## src/rtl/dma_xfer_splitter.sv

```systemverilog
// Splits one DMA transaction into transfers that never cross a page on either side and never exceed MAX_XFER_BYTES.
// Latency: first xfer_valid 2 cycles after the transaction handshake; one transfer per 2 cycles with xfer_ready high.
// Backpressure: xfer_* held stable while xfer_ready is low; trans_ready is low until the transaction completes.
//
// Ports:
//   clk, rst                 clock and synchronous active-high reset
//   trans_valid/trans_ready  transaction handshake; trans_src_addr, trans_dst_addr, trans_num_bytes payload
//   xfer_valid/xfer_ready    transfer handshake; xfer_num_bytes, xfer_src_addr, xfer_dst_addr, xfer_last payload
//   done                     one-cycle pulse after the final transfer (or after accepting a zero-length transaction)
//   busy                     high while a transaction is being split
//   xfer_count, trans_count  per-transaction transfer count and completed-transaction count;
//                            present only when DMA_SPLIT_STATS_EN is defined
module dma_xfer_splitter #(
  parameter int MAX_XFER_BYTES = 2048,
  parameter int PAGE_BYTES     = 4096
) (
  input  logic        clk,
  input  logic        rst,
  input  logic        trans_valid,
  output logic        trans_ready,
  input  logic [31:0] trans_src_addr,
  input  logic [31:0] trans_dst_addr,
  input  logic [31:0] trans_num_bytes,
  output logic        xfer_valid,
  input  logic        xfer_ready,
  output logic [11:0] xfer_num_bytes,
  output logic [31:0] xfer_src_addr,
  output logic [31:0] xfer_dst_addr,
  output logic        xfer_last,
  output logic        done,
  output logic        busy
`ifdef DMA_SPLIT_STATS_EN
  ,
  output logic [15:0] xfer_count,
  output logic [31:0] trans_count
`endif
);

  typedef enum logic [1:0] {IDLE, CALC, ISSUE} state_t;

  // Page offsets only ever need the low 12 bits since PAGE_BYTES <= 4096.
  localparam logic [11:0] PAGE_MASK = 12'(PAGE_BYTES - 1);
  localparam logic [12:0] PAGE_SZ   = 13'(PAGE_BYTES);
  localparam logic [11:0] MAX_LIM   = 12'(MAX_XFER_BYTES);

  state_t      state_q, state_d;
  logic [31:0] src_q, src_d;
  logic [31:0] dst_q, dst_d;
  logic [31:0] rem_q, rem_d;
  logic [11:0] chunk_q, chunk_d;
  logic        last_q, last_d;
  logic        done_q, done_d;

  logic [12:0] src_room, dst_room;
  logic [11:0] lim;
  logic        trans_hs, xfer_hs;

  assign trans_ready    = (state_q == IDLE);
  assign xfer_valid     = (state_q == ISSUE);
  assign busy           = (state_q != IDLE);
  assign done           = done_q;
  assign xfer_num_bytes = chunk_q;
  assign xfer_src_addr  = src_q;
  assign xfer_dst_addr  = dst_q;
  assign xfer_last      = last_q & xfer_valid;

  assign trans_hs = trans_valid & trans_ready;
  assign xfer_hs  = xfer_valid & xfer_ready;

  always_comb begin
    state_d  = state_q;
    src_d    = src_q;
    dst_d    = dst_q;
    rem_d    = rem_q;
    chunk_d  = chunk_q;
    last_d   = last_q;
    done_d   = 1'b0;

    // Bytes left before the next page boundary on each side (1..PAGE_BYTES).
    src_room = PAGE_SZ - {1'b0, src_q[11:0] & PAGE_MASK};
    dst_room = PAGE_SZ - {1'b0, dst_q[11:0] & PAGE_MASK};

    // Narrow the limit step by step; once below MAX_LIM every candidate fits 12 bits.
    lim = MAX_LIM;
    if ({1'b0, lim} > src_room) lim = src_room[11:0];
    if ({1'b0, lim} > dst_room) lim = dst_room[11:0];
    if ({20'b0, lim} > rem_q)   lim = rem_q[11:0];

    case (state_q)
      IDLE: begin
        if (trans_hs) begin
          src_d = trans_src_addr;
          dst_d = trans_dst_addr;
          rem_d = trans_num_bytes;
          if (trans_num_bytes != 32'd0) state_d = CALC;
          else                          done_d  = 1'b1;
        end
      end
      CALC: begin
        chunk_d = lim;
        last_d  = ({20'b0, lim} == rem_q);
        state_d = ISSUE;
      end
      ISSUE: begin
        if (xfer_hs) begin
          src_d = src_q + {20'b0, chunk_q};
          dst_d = dst_q + {20'b0, chunk_q};
          rem_d = rem_q - {20'b0, chunk_q};
          if (last_q) begin
            state_d = IDLE;
            done_d  = 1'b1;
          end else begin
            state_d = CALC;
          end
        end
      end
      default: state_d = IDLE;
    endcase
  end

  always_ff @(posedge clk) begin
    if (rst) begin
      state_q <= IDLE;
      src_q   <= '0;
      dst_q   <= '0;
      rem_q   <= '0;
      chunk_q <= '0;
      last_q  <= 1'b0;
      done_q  <= 1'b0;
    end else begin
      state_q <= state_d;
      src_q   <= src_d;
      dst_q   <= dst_d;
      rem_q   <= rem_d;
      chunk_q <= chunk_d;
      last_q  <= last_d;
      done_q  <= done_d;
    end
  end

`ifdef DMA_SPLIT_STATS_EN
  logic [15:0] xfer_count_q, xfer_count_d;
  logic [31:0] trans_count_q, trans_count_d;

  always_comb begin
    xfer_count_d  = xfer_count_q;
    trans_count_d = trans_count_q;
    if (trans_hs)     xfer_count_d  = 16'd0;
    else if (xfer_hs) xfer_count_d  = xfer_count_q + 16'd1;
    if (done_q)       trans_count_d = trans_count_q + 32'd1;
  end

  always_ff @(posedge clk) begin
    if (rst) begin
      xfer_count_q  <= '0;
      trans_count_q <= '0;
    end else begin
      xfer_count_q  <= xfer_count_d;
      trans_count_q <= trans_count_d;
    end
  end

  assign xfer_count  = xfer_count_q;
  assign trans_count = trans_count_q;
`endif

endmodule

```

## config.mk

```make
export PLATFORM = sky130hd
export DESIGN_NAME = dma_xfer_splitter
export DESIGN_NICKNAME = d
export VERILOG_FILES = /design/src/rtl/dma_xfer_splitter.sv
export SDC_FILE = /design/constraint.sdc
export NUM_CORES = 1
export LEC_CHECK = 0
export BUFFER_PORTS_ARGS = -buffer_cell sky130_fd_sc_hd__buf_4
export CORE_UTILIZATION = 55
export DETAILED_ROUTE_END_ITERATION = 8
export PLACE_DENSITY = 0.9
export SLEW_MARGIN = 25
export SYNTH_ARGS = -nofsm -noshare
export SYNTH_HDL_FRONTEND = slang
export SYNTH_SLANG_ARGS = --single-unit
```

## constraint.sdc

```tcl
create_clock -name clk -period 7.53 [get_ports clk]
set_input_delay 1.1295 -clock clk [delete_from_list [all_inputs] [get_ports clk]]
set_output_delay 1.1295 -clock clk [all_outputs]
set_load 0.01 [all_outputs]
```

* Word level (Yosys, flattened, before mapping) *
Cells that the tools add are included.

storage, ports and cells
  bits in registers = 112
  input port bits = 100
  output and inout bits = 81
  word-level logic and storage cells = 52

operators by class
  $add $sub $neg = 5
  order comparisons = 3
  muxes and demuxes = 22
  reduce and logical (&&, ||, !) cells = 6
  eq/ne operators = 6
  bitwise gates (word level) = 3

operator list
  operator                  number
  $mux W32                  6
  $pmux W32 S2              3
  $add A32 B12 Y32          2
  $mux W12                  3
  $eq A12 B32 Y1            1
  $gt A12 B32 Y1            1
  $reduce_bool A32 Y1       1
  $sub A32 B12 Y32          1
  $sub A13 B12 Y13 const A  2
  $gt A12 B13 Y1            1
  $gt A12 B13 Y1 const A    1
  $mux W2                   3
  $ne A2 B1 Y1 const B      3
  $pmux W2 S3               1
  $reduce_and A3 Y1         2
  $mux W1                   5
  $reduce_bool A2 Y1        2
  $and A1 B1 Y1             3
  $eq A2 B1 Y1 const B      1
  $eq A2 B2 Y1 const B      1
  $logic_not A2 Y1          1
  $pmux W1 S2               1

* Longest topological paths before layout *
  depth in word-level cells = 8
  mapped depth = 28
  mapped depth without buffers = 24

* Worst setup path before layout *
OpenSTA, ideal clock, no wires.

  path type = reg-to-reg
  start = register src_q[0], in the netlist xfer_src_addr[0]
  end = register chunk_q[0], in the netlist xfer_num_bytes[0]
  data arrival time = 6120 ps
  data required time = 7463 ps
  path buffers = 4
  cell stages (with the launch flop) = 28
  setup slack = 1343 ps
  path through = dfxtp_1 inv_1 ha_1 or4b_1 or4_1 o31ai_1 a31oi_1 buf_2 nor2b_1 ha_1 nand3_1 nor2_1 a31o_2 a211oi_1 clkbuf_1 buf_1 mux2_2 ha_1 nor2b_1 o21a_1 o21a_1 o21a_1 o21ai_0 a31o_2 buf_2 nor2_1 a211o_1 a21oi_2

on the way
  longest elaborated chain between the ends = 7

RTL lines
  element                 line  text
  start, declared         47    logic [31:0] src_q, src_d;
  start signal, assigned  132   src_q <= src_d;
  $sub A13 B12 Y13 (*)    80    src_room = PAGE_SZ - {1'b0, src_q[11:0] & PAGE_MASK};
  $gt A12 B13 Y1          85    if ({1'b0, lim} > src_room) lim = src_room[11:0];
  $mux W12 (*)            85
  $gt A12 B13 Y1          86    if ({1'b0, lim} > dst_room) lim = dst_room[11:0];
  $mux W12 (*)            86
  $gt A12 B32 Y1          87    if ({20'b0, lim} > rem_q) lim = rem_q[11:0];
  $mux W12 (*)            87
  end signal, assigned    135   chunk_q <= chunk_d;
  end, declared           50    logic [11:0] chunk_q, chunk_d;

Mark *: on every way between the ends. The rest lies on a longest branch, timed or not.
A chain may end at the register's enable or synchronous reset.

* Worst setup path after layout *
  start = register src_q[1], in the netlist xfer_src_addr[1]
  end = register chunk_q[0], in the netlist xfer_num_bytes[0]

The elaborated chain is that of the path after synthesis.

==> results.txt <==
For this design the static power due to leakage is 4.38 nW. The share of the core filled with cells in the final layout is 0.671. The aggregate negative setup slack is 0 ps. Pin placement for this block handled 181 I/O pins. The max-cap violation count came out at 0. The initial cell density of the core is 0.564. The placed standard-cell area is 10400 µm². The die is 130 µm wide. The total power per unit cell area is 197 nW/µm².

The total vias in the final route came out at 10100. The core region is 15900 µm². The proportion of netlist area held by the largest area contributor came out at 0.249.

In the finished design, the share of the clock period the worst path needs comes to 0.848. The transition time of the tightest slew-check pin is 1070 ps. The share of the Yosys chip area taken by registers is 0.249. The post-synthesis register bit count is 112.

The leading area contributor after synthesis is sky130_fd_sc_hd__dfxtp_1. The destination of the worst register-to-register timing path is xfer_num_bytes[0]. The Yosys step of the flow raised 0 warnings.

The proportion of register bits with asynchronous set or reset after synthesis is 0. Power comes to 2.11 mW. By count the netlist is led by sky130_fd_sc_hd__nor2_1, sky130_fd_sc_hd__nand2_1, sky130_fd_sc_hd__dfxtp_1, sky130_fd_sc_hd__a21oi_1, sky130_fd_sc_hd__o21ai_0. The number of DRC markers in iteration 0 came out at 896. The detailed-route DRC error count came out at 0. For this run the aggregate overflow at the end of global routing stands at 0. The net count of the finished layout came out at 1514.

The total clock buffers created by CTS came out at 9. The CTS tree is done. Each instance of the synthesized netlist takes up on average 7.34 µm². The final number of setup-violating endpoints came out at 0. In this run the critical register-to-register path is launched from xfer_src_addr[1]. In the final layout, the share of cells above drive strength 1 is 0.170. The path depth of the worst reg2reg path came out at 24. The maximum number of pins on one net before global-route repair is 74. The half-perimeter wire length of the detailed placement result is 21200 µm.

The run finished with clean final reports. The data arrival time at the worst-slack endpoint came out at 6690 ps. The number of flops mapped to enable cells by yosys is 0. From synthesis to final layout, the design area changed by 19.1%. In this run the worst path has a maximum fanout of 25.

The clock-pin transition on the worst setup and hold timing paths came out at 80 ps. The number of buffers added on ports came out at 180. The number of pins with negative max-slew slack in the final report came out at 0. The final non-filler cell area came out at 10700 µm². The total standard cell area after synthesis came out at 8990 µm². The worst hold path belongs to the class reg2reg. The average vias per placed instance is 6.44. Once layout is complete, the cells apart from fillers number 1569. The maximum level of the CTS H-tree is 3. The count of placed standard cells including taps is 1553.

Setup repair after global routing left no endpoint under its margin. The post-CTS resize count is 0. The worst setup slack before clock tree synthesis is 1160 ps.

The pre-antenna-repair detailed-routing pass consisted of 5 iterations. The number of antenna violations at the first check in global routing came out at 0. Counting along the longest clock path gives a buffer depth of 2. The top flip-flop cell by instance count after synthesis is sky130_fd_sc_hd__dfxtp_1. The least setup slack across all paths after layout came out at 1150 ps. The overall track demand over capacity in global routing is 0.348.

In this run the vertical extent of the chip is 130 µm. The first global-routing pass estimated 46400 µm of wire. Yosys attributes the largest share of cell area to sky130_fd_sc_hd__dfxtp_1, sky130_fd_sc_hd__ha_1, sky130_fd_sc_hd__nor2_1. The number of clock sinks seen by CTS is 112. The die covers 16900 µm². The via count of the first global-routing pass came out at 9213.

The average detailed-routed wire length per instance came out at 18.8 µm. The final setup skew came out at 9.41 ps. The maximum frequency from static timing analysis is 157 MHz.

The number of buffers inserted for hold repair after clock tree synthesis is 0. The root buffer selected by CTS is sky130_fd_sc_hd__clkbuf_16. The net count of the mapped netlist came out at 1390.

The initialized floorplan defines 46 standard-cell rows. The total length of routed wires came out at 29500 µm. Following the worst setup path forward leads to its endpoint at xfer_num_bytes[0]. The max-slew headroom at the worst pin is 0.286. The detail route stage leaves a number of antenna-violating nets equal to 0.

sky130_fd_sc_hd__nor2_1 is the most common cell in the netlist. The number of inserted diodes came out at 0. The number of hold violations in the final report came out at 0.

The largest voltage drop on the vdd net came out at 0.000132 V. The worst-case hold slack is 483 ps. The post-route minimum period came out at 6380 ps.

In this run the worst setup path begins at xfer_src_addr[1]. STA classifies the critical path startpoint as a flip-flop. Data on the critical path is required at its endpoint by 7840 ps. In the synthesized netlist, the number of instances is 1224. The worst setup path is of the reg2reg kind. The final estimated routing congestion in global placement is 0.950. The unique cell type count in the Yosys netlist came out at 72. The kind of end point of the critical path is a flip-flop. Post-CTS timing repair inserted 0 buffers for setup. Clock latency on the worst-skew pair, taken at its later pin, is 370 ps. Setup slack on the worst reg-to-reg path comes out at 1150 ps.
## area by class of cell
class | instances | area [µm²]
Multi-Input combinational cell | 981 | 6270
Fill cell | 1382 | 5240
Sequential cell | 112 | 2240
Timing Repair Buffer | 189 | 1420
Tap cell | 216 | 270
Clock buffer | 10 | 229
Inverter | 55 | 206
Clock inverter | 6 | 67.6
## flip-flops by register name, summed over array words and instances (netlist names)
name            flops
done                1
last_q              1
rem_q              32
state_q             2
xfer_dst_addr      32
xfer_num_bytes     12
xfer_src_addr      32
## per-layer routing
metal	up-vias	GRT usage	share of wire
li1	4806	-	-
met1	4700	0.431	0.41
met2	519	0.584	0.47
met3	82	0.0590	0.085
met4	0	0.176	0.037
met5	-	0	0
## power breakdown
group	switching, mW	total, mW	internal [mW]
Sequential	0.0913	0.739	0.648
Clock	0.253	0.515	0.262
Combinational	0.488	0.859	0.370
## how the worst min path moves through the flow
stage          depth (start not counted)  startpoint        end
2_1_floorplan                          2   rem_q[23]  rem_q[23]
3_3_place_gp                           2   rem_q[23]  rem_q[23]
3_5_place_dp                           2   rem_q[23]  rem_q[23]
4_1_cts                                2   rem_q[23]  rem_q[23]
5_1_grt                                2   rem_q[23]  rem_q[23]
6_report                               2   rem_q[23]  rem_q[23]
## cells by family (layout without fill, tap and decap cells)
group	count (synthesis)	in the layout	share of synthesized area
compound gates	383	383	0.285
xor+xnor	40	40	0.0390
fa+ha+maj	66	66	0.0944
buf+inv	131	260	0.0562
flops	112	112	0.249
mux	12	12	0.0145
simple gates	480	480	0.261
## layout by cell type, fill, tap and decap left out, drive strengths merged, types with 30 or more instances in the layout
| cell type | n |
|---|---|
| nor2 | 122 |
| nand2 | 115 |
| nor4 | 30 |
| dfxtp | 112 |
| o21ai | 74 |
| buf | 189 |
| nor3 | 49 |
| ha | 63 |
| a21oi | 90 |
| nand3 | 36 |
| a211oi | 40 |
| inv | 57 |
## worst max-delay path, cell delays in order, from the launching register on
cell and delay [ps]:
sky130_fd_sc_hd__dfxtp_1 370, sky130_fd_sc_hd__inv_1 180, sky130_fd_sc_hd__ha_1 250, sky130_fd_sc_hd__or4b_1 560, sky130_fd_sc_hd__or4_1 520, sky130_fd_sc_hd__nand3_1 120
sky130_fd_sc_hd__o31ai_1 70, sky130_fd_sc_hd__a31oi_1 140, sky130_fd_sc_hd__buf_4 200, sky130_fd_sc_hd__nor2_1 70, sky130_fd_sc_hd__ha_1 190, sky130_fd_sc_hd__a21o_1 180
sky130_fd_sc_hd__a2111oi_1 720, sky130_fd_sc_hd__a211oi_2 290, sky130_fd_sc_hd__mux2_2 350, sky130_fd_sc_hd__ha_1 320, sky130_fd_sc_hd__nor2b_1 160, sky130_fd_sc_hd__o21a_1 170
sky130_fd_sc_hd__o21a_1 160, sky130_fd_sc_hd__o21a_1 150, sky130_fd_sc_hd__o21ai_0 150, sky130_fd_sc_hd__a31o_2 480, sky130_fd_sc_hd__nor2_1 90, sky130_fd_sc_hd__a211o_1 290
sky130_fd_sc_hd__a21oi_2 120
No activity file was read; power rests on OpenSTA's default activity.
